--- config.mk ---
export PLATFORM = sky130hd
export DESIGN_NAME = keypad_scanner
export DESIGN_NICKNAME = d
export VERILOG_FILES = /design/src/rtl/keypad_pkg.sv /design/src/rtl/keypad_scanner_sync2.sv /design/src/rtl/keypad_scanner.sv
export SDC_FILE = /design/constraint.sdc
export NUM_CORES = 1
export LEC_CHECK = 0
export ABC_CLOCK_PERIOD_IN_PS = 2600
export BUFFER_PORTS_ARGS = -buffer_cell sky130_fd_sc_hd__buf_2
export CORE_MARGIN = 1.5
export CORE_UTILIZATION = 29
export DETAILED_ROUTE_END_ITERATION = 8
export SLEW_MARGIN = 20
export SYNTH_ARGS = -nofsm -noshare
export SYNTH_HDL_FRONTEND = slang
export SYNTH_HIERARCHICAL = 1
export SYNTH_SLANG_ARGS = --single-unit
--- constraint.sdc ---
create_clock -name clk -period 2.6 [get_ports clk]
set_input_delay 0.13 -clock clk [delete_from_list [all_inputs] [get_ports clk]]
set_output_delay 0.13 -clock clk [all_outputs]
set_load 0.1 [all_outputs]
--- src/rtl/keypad_pkg.sv ---
// keypad_pkg: key codes, scanner state encoding and the row/column keymap.
package keypad_pkg;

    localparam logic [7:0] KEY_NONE = 8'hFF;
    localparam logic [7:0] KEY_ADD  = 8'h0A;
    localparam logic [7:0] KEY_SUB  = 8'h0B;
    localparam logic [7:0] KEY_MUL  = 8'h0C;
    localparam logic [7:0] KEY_DIV  = 8'h0D;
    localparam logic [7:0] KEY_EQ   = 8'h0E;
    localparam logic [7:0] KEY_CLR  = 8'h0F;

    typedef enum logic [1:0] {SCAN, DEB_PRESS, PRESSED, DEB_REL} state_e;

    // Entry {row, col} lives at byte index 4*row + col, row0/col0 in the LSB.
    localparam logic [127:0] KEYMAP = {
        KEY_DIV, KEY_EQ, 8'h00, KEY_CLR,
        KEY_MUL, 8'h09, 8'h08, 8'h07,
        KEY_SUB, 8'h06, 8'h05, 8'h04,
        KEY_ADD, 8'h03, 8'h02, 8'h01
    };

    function automatic logic [1:0] onecold_idx(input logic [3:0] v);
        return !v[0] ? 2'd0 : !v[1] ? 2'd1 : !v[2] ? 2'd2 : 2'd3;
    endfunction

    function automatic logic [7:0] keymap(input logic [1:0] row, input logic [1:0] col);
        return KEYMAP[8 * int'({row, col}) +: 8];
    endfunction

endpackage

--- src/rtl/keypad_scanner_sync2.sv ---
// sync2: parameterized-width two-flop synchronizer, resets to all ones (keys released).
module sync2 #(
    parameter int W = 1
) (
    input  logic         clk,
    input  logic         rst,
    input  logic [W-1:0] d_i,
    output logic [W-1:0] q_o
);
    logic [W-1:0] s1_q;

    always_ff @(posedge clk or posedge rst) begin
        if (rst) begin
            s1_q <= '1;
            q_o  <= '1;
        end else begin
            s1_q <= d_i;
            q_o  <= s1_q;
        end
    end
endmodule

--- src/rtl/keypad_scanner.sv ---
// keypad_scanner: scans a 4x4 keypad, debounces press and release,
// and emits one registered key code plus a single-cycle valid per press.
module keypad_scanner
    import keypad_pkg::*;
#(
    parameter int SCAN_DIV     = 1000,
    parameter int DEBOUNCE_CYC = 20000
) (
    input  logic       clk,
    input  logic       rst,
    input  logic [3:0] col_n,
    output logic [3:0] row_n,
    output logic [7:0] key_code,
    output logic       key_valid
);
    localparam int DW = $clog2(SCAN_DIV);
    localparam int BW = $clog2(DEBOUNCE_CYC);
    localparam logic [3:0] ROW_FIRST = 4'b1110;

    state_e        state_q, state_d;
    logic [DW-1:0] dwell_q, dwell_d;
    logic [BW-1:0] deb_q, deb_d;
    logic [3:0]    row_q, row_d, pat_q, pat_d, cs;
    logic [7:0]    code_q, code_d;
    logic          valid_q, valid_d;
    logic          dwell_end, deb_end, one_low, all_hi, match, stay;

    sync2 #(.W(4)) u_sync (.clk(clk), .rst(rst), .d_i(col_n), .q_o(cs));

    assign dwell_end = dwell_q == DW'(SCAN_DIV - 1);
    assign deb_end   = deb_q == BW'(DEBOUNCE_CYC - 1);
    assign one_low   = $countones(~cs) == 1;
    assign all_hi    = &cs;
    assign match     = cs == pat_q;

    always_ff @(posedge clk or posedge rst) begin
        if (rst) begin
            state_q <= SCAN;
            dwell_q <= '0;
            deb_q   <= '0;
            row_q   <= ROW_FIRST;
            pat_q   <= '1;
            code_q  <= KEY_NONE;
            valid_q <= 1'b0;
        end else begin
            state_q <= state_d;
            dwell_q <= dwell_d;
            deb_q   <= deb_d;
            row_q   <= row_d;
            pat_q   <= pat_d;
            code_q  <= code_d;
            valid_q <= valid_d;
        end
    end

    always_comb begin
        state_d = state_q;
        case (state_q)
            SCAN:      state_d = (dwell_end && one_low) ? DEB_PRESS : SCAN;
            DEB_PRESS: state_d = !match ? SCAN : deb_end ? PRESSED : DEB_PRESS;
            PRESSED:   state_d = all_hi ? DEB_REL : PRESSED;
            default:   state_d = !all_hi ? PRESSED : deb_end ? SCAN : DEB_REL;
        endcase
    end

    // Counters clear on any state change, so they never need to wrap.
    always_comb begin
        stay    = state_d == state_q;
        valid_d = state_q == DEB_PRESS && state_d == PRESSED;
        dwell_d = (state_q == SCAN && stay && !dwell_end) ? dwell_q + 1'b1 : '0;
        deb_d   = (stay && (state_q == DEB_PRESS || state_q == DEB_REL)) ? deb_q + 1'b1 : '0;
        pat_d   = (state_q == SCAN && !stay) ? cs : pat_q;
        row_d   = (state_q == DEB_REL && state_d == SCAN) ? ROW_FIRST :
                  ((state_q == SCAN && stay && dwell_end) ||
                   (state_q == DEB_PRESS && state_d == SCAN)) ? {row_q[2:0], row_q[3]} : row_q;
        code_d  = valid_d ? keymap(onecold_idx(row_q), onecold_idx(pat_q)) :
                  (state_q == DEB_REL && state_d == SCAN) ? KEY_NONE : code_q;
    end

    assign row_n     = row_q;
    assign key_code  = code_q;
    assign key_valid = valid_q;
endmodule
# Word-level counts from Yosys, hierarchy flattened
# Index checks and enable logic that the tools add are counted.
[totals] elab_cells=62 reg_bits=52
[classes] muxes=19 reduce_logical=18 add_sub_neg=5 bitwise_logic=1 shifts=1 eq_ne=9
[ops] op="128-bit by 8-bit indexed part select with 8-bit output (first input constant)" n=1
[ops] op="2-bit 2-to-1 mux" n=8
[ops] op="8-bit 2-to-1 mux" n=2
[ops] op="15-bit by 1-bit adder with 15-bit output (second input constant)" n=1
[ops] op="15-bit equality test (second input constant)" n=1
[ops] op="15-bit 2-to-1 mux" n=1
[ops] op="10-bit by 1-bit adder with 10-bit output (second input constant)" n=1
[ops] op="10-bit equality test (second input constant)" n=1
[ops] op="10-bit 2-to-1 mux" n=1
[ops] op="1-bit logical AND" n=9
[ops] op="4-bit 2-to-1 mux" n=2
[ops] op="2-bit equality test (second input constant)" n=3
[ops] op="2-bit one-hot mux with 3 select lines" n=1
[ops] op="1-bit by 1-bit adder with 2-bit output" n=2
[ops] op="4-bit equality test" n=1
[ops] op="2-bit zero test" n=2
[ops] op="1-bit 2-to-1 mux" n=4
[ops] op="4-bit inverter" n=1
[ops] op="4-bit AND reduction" n=1
[ops] op="2-bit nonzero test" n=2
[ops] op="2-bit by 2-bit adder with 3-bit output" n=1
[ops] op="3-bit by 1-bit equality test with 1-bit output (second input constant)" n=1
[ops] op="2-bit by 1-bit equality test with 1-bit output (second input constant)" n=1
[ops] op="2-bit equality test" n=1
[ops] op="2 further kinds" n=4

# Depth between registers and ports, before layout
[logic_depth] word_depth=13 depth_mapped=9 mapped_depth_nobuf=9

# Modules after synthesis
# The synthesis kept the hierarchy.
[modules_own_cells] module="keypad_scanner" area_per_inst_um2=2170.8 cells_per_inst=218 n_inst=1
[modules_own_cells] module="sync2" area_per_inst_um2=214.0 cells_per_inst=9 n_inst=1

# Least setup slack after synthesis
# OpenSTA, ideal clock, no wires.
[synth_timing] path_kind="register to register" startpoint="register u_sync.q_o[0]" endpoint="register row_q[2] (netlist: row_n[2])" n_path_buf=0 arrival_ns=2.215 stages_incl_launch_ff=10 period_less_slack_ns=2.300 t_required_ns=2.515 path_slack_ns=0.300 setup_time_ns=0.085 cell_sequence="dfstp_2 -> fa_1 -> inv_1 -> ha_1 -> ha_1 -> nor2_1 -> nand2_1 -> a31oi_1 -> mux2i_1 -> nand2_1"
[synth_between] elab_chain_len=12
[synth_lines] element="start: declaration" line_no="keypad_scanner_sync2.sv:8" text="output logic [W-1:0] q_o"
[synth_lines] element="start signal: assignment" line_no="keypad_scanner_sync2.sv:18" text="q_o <= s1_q;"
[synth_lines] element="4-bit inverter" line_no="keypad_scanner.sv:32" text="assign one_low = $countones(~cs) == 1;"
[synth_lines] element="1-bit by 1-bit adder with 2-bit output (implied by the code)" line_no="keypad_scanner.sv:32"
[synth_lines] element="2-bit by 2-bit adder with 3-bit output (implied by the code)" line_no="keypad_scanner.sv:32"
[synth_lines] element="3-bit by 1-bit equality test with 1-bit output" line_no="keypad_scanner.sv:32"
[synth_lines] element="1-bit logical AND" line_no="keypad_scanner.sv:59" text="SCAN: state_d = (dwell_end && one_low) ? DEB_PRESS : SCAN;"
[synth_lines] element="1-bit 2-to-1 mux" line_no="keypad_scanner.sv:59"
[synth_lines] element="2-bit one-hot mux with 3 select lines *" line_no="keypad_scanner.sv:58" text="case (state_q)"
[synth_lines] element="2-bit equality test" line_no="keypad_scanner.sv:68" text="stay = state_d == state_q;"
[synth_lines] element="1-bit logical AND (2 in series)" line_no="keypad_scanner.sv:74" text="((state_q == SCAN && stay && dwell_end) ||"
[synth_lines] element="1-bit logical OR" line_no="keypad_scanner.sv:74"
[synth_lines] element="2-bit nonzero test (no source line)"
[synth_lines] element="end signal: assignment" line_no="keypad_scanner.sv:49" text="row_q <= row_d;"
[synth_lines] element="end: declaration" line_no="keypad_scanner.sv:23" text="logic [3:0] row_q, row_d, pat_q, pat_d, cs;"
# Every way passes the cells marked *; elsewhere a longest branch is shown, timed or not.
# A chain may end at the register's enable or synchronous reset.

# Worst setup path in the final report
[layout_timing] startpoint="register u_sync.q_o[1]" endpoint="register pat_q[1]"
[layout_between] elab_chain_len=10
[layout_lines] element="4-bit inverter" line_no="keypad_scanner.sv:32"
[layout_lines] element="1-bit by 1-bit adder with 2-bit output (implied by the code)" line_no="keypad_scanner.sv:32"
[layout_lines] element="2-bit by 2-bit adder with 3-bit output (implied by the code)" line_no="keypad_scanner.sv:32"
[layout_lines] element="3-bit by 1-bit equality test with 1-bit output" line_no="keypad_scanner.sv:32"
[layout_lines] element="1-bit logical AND" line_no="keypad_scanner.sv:59"
[layout_lines] element="1-bit 2-to-1 mux" line_no="keypad_scanner.sv:59"
[layout_lines] element="2-bit one-hot mux with 3 select lines" line_no="keypad_scanner.sv:58"
[layout_lines] element="2-bit equality test" line_no="keypad_scanner.sv:68"
[layout_lines] element="1-bit zero test" line_no="keypad_scanner.sv:72" text="pat_d = (state_q == SCAN && !stay) ? cs : pat_q;"
[layout_lines] element="1-bit logical AND" line_no="keypad_scanner.sv:72"
[layout_lines] element="end signal: assignment" line_no="keypad_scanner.sv:50" text="pat_q <= pat_d;"
[layout_lines] element="end: declaration" line_no="keypad_scanner.sv:23"
# Parallel ways exist; a longest one is shown, timed or not.

==> metrics <==
Routed WL=between 4000 and 5000 µm; area leader, netlist=dfrtp_1; leakage=between 1 and 1.5 nW; synth warn=6; final core occ=0.3461; Gates resized, CTS repair=0; cts-stage hold buffer count=5; post-synthesis register bit count=49; I/O Buffers=18; maximum number of pins on one net before global-route repair=42; post-route minimum period=about 2.2 ns; first-pass GRT wire length=7196 µm; Cell Area, Synth=0.002385 mm²; crit path kind=reg -> reg; period utilization=0.8555; Post-Synthesis Cells=around 230; full die area=a little under 0.009 mm²; Die Wd=between 90 and 100 µm; max_slew headroom=0.6554; Routed wire per std cell=11.43 µm; fin nets=approximately 270; top cell type's share of synthesized area=0.3043; Final GP Congestion=0.7365; Initial DRT Pass Iterations=4; Hold WS=0.3580 ns; Max Cap Violations=0; synthesis-to-finish area growth=13.90%; worst skew pair latency=approximately 0.3 ns; TritonCTS clock tree=built; Final Hold Fails=0; buffer depth of the longest clock path=2; clk_skew=about 0.0029 ns; Worst-Margin Slew=0.5169 ns; vias=approximately 1600; synth top area cells=dfrtp_1, dfstp_2, ha_1; initial antenna violation count=0; Clock transition at path regs=0.08 ns; Syn Nets=243; highest ir drop seen on vdd=~0.22 mV; initial core utilization=0.3039; H-tree Lvls=2; fmax=between 0.4 and 0.5 GHz; count leader, synth=nor2_1; critical path startpoint category=flip-flop; vias in the first global route=1569; CTS Root Buffer Type=clkbuf_8; Synth cell types=40; Slew Limit Fails=0; status=finished, final reports clean; Hold/Removal Path Class=reg -> reg; share of synthesized flip-flops with an asynchronous set or reset=1.000; critical path endpoint category=flip-flop; Post-DP HPWL=roughly 2900 µm; Main synth FF type=dfrtp_1; Core Rows=32; Post-synth EDFFs=0; CTS buffer count=5; register area share after synthesis=0.5247; CP Max Fanout=6; n_diodes=0; DR vias/cell=between 4 and 5; Post-DRT Antenna Nets=0; Worst EP arrival=2.46 ns; Fill cells=roughly 830; Total GRT Usage=0.1033; grt ovf=0; initial drt markers=75; DRC errors left=0; IO Pins=19; postcts setup bufs=0; setup tns final=0 ns; Core ar.=just under 0.008 mm²; final setup fails=0; synth cell count leaders=nor2_1, dfrtp_1, dfstp_2, nand2_1, inv_1; power per cell area=roughly 460 mW/mm²; share of layout cells above drive strength 1=0.2362; # clock sinks=49; Mean Syn Cell Area=10.51 µm²; unrepaired setup endpoints after global routing=false; Crit path required time=about 2.8 ns; Vert. Die Dim=roughly 94 µm
## metrics by stage
step | std cells | area [µm²] | total power, mW | setup WS (ns)
after floorplan | 227 | 2385 | 0.8184 | 0.3001
after global placement | 343 | 2584 | 0.8315 | 0.4002
after detailed placement | 343 | 2584 | 0.8331 | 0.3426
after CTS | 356 | 2716 | 1.274 | 0.3521
after global routing | 356 | 2716 | 1.306 | 0.1567
final | 356 | 2716 | 1.248 | 0.3757
## area by class of cell
| class | instances | area, µm² | area share |
|---|---|---|---|
| repair buffers | 26 | 162.7 | 0.05988 |
| well taps | 102 | 127.6 | 0.04698 |
| multi-input cells | 155 | 1032 | 0.3800 |
| inverters | 16 | 60.06 | 0.02211 |
| clock inverters | 2 | 10.01 | 0.003685 |
| flip-flops and latches | 49 | 1251 | 0.4606 |
| clock buffers | 6 | 72.57 | 0.02672 |
## cells by family (layout without fill, tap and decap cells)
kind of cell	count (synthesis)	in the layout	share of synthesized area
simple gates	90	90	0.1973
mux	6	6	0.02676
xor+xnor	23	23	0.08447
compound gates	26	26	0.06874
fa+ha+maj	10	10	0.05562
flops	49	49	0.5247
buf+inv	23	50	0.04250
## final timing paths
kind                                start  slack [ns]             to  cells after the start
min in group asynchronous             rst        0.49     dwell_q[3]                      4
hold / removal             u_sync/s1_q[1]        0.36  u_sync/q_o[1]                      0
setup / recovery            u_sync/q_o[1]        0.38       pat_q[1]                      7
max in group asynchronous             rst        1.73       row_n[2]                      4
hold reg to reg            u_sync/s1_q[1]        0.36  u_sync/q_o[1]                      0
setup reg to reg            u_sync/q_o[1]        0.38       pat_q[1]                      7
## critical path, cell delays in order (launching register included)
cell,delay [ns]
dfstp_2,0.58
fa_1,0.41
inv_1,0.07
ha_1,0.14
ha_1,0.22
nor2_1,0.12
nand4_1,0.27
mux2_2,0.36
## routing by layer
| metal | global-route usage | wire (µm) |
|---|---|---|
| met5 | 0 | 0 |
| met4 | 0.03358 | 40 |
| met3 | 0.02751 | 195 |
| met2 | 0.1582 | 1792 |
| met1 | 0.1418 | 2042 |
## cell usage in the layout (no fill, tap or decap), types with 2 or more instances in the layout
cell           count
or3_1              2
nand4_1            9
dlygate4sd3_1      5
mux2i_1            3
o21ai_0            8
buf_4              3
xnor2_1           11
clkinv_2           2
nor3_1             3
xor2_1            12
and3_1             4
nand3_2            2
nand2_1           19
buf_2             18
dfrtp_1           29
nand3_1            9
a2bb2oi_1          4
clkbuf_8           5
inv_1             16
nor2_1            30
a31oi_1            3
ha_1               9
mux2_2             3
dfstp_2           20
nand2b_1           3
a21oi_1            4
## power by group
| group | switching (mW) | total [mW] | internal (mW) |
|---|---|---|---|
| Clock | 0.239 | 0.426 | 0.187 |
| Sequential | 0.00500 | 0.779 | 0.774 |
| Combinational | 0.0264 | 0.0437 | 0.0172 |
| Total | 0.270 | 1.25 | 0.978 |
## sequential cells by signal, indices dropped and copies added, names as in the netlist
signal,cells
row_n,4
u_sync/s1_q,4
deb_q,15
key_code,5
u_sync/q_o,4
dwell_q,10
key_valid,1
state_q,2
pat_q,4
Power figures use the tool's default switching activity.
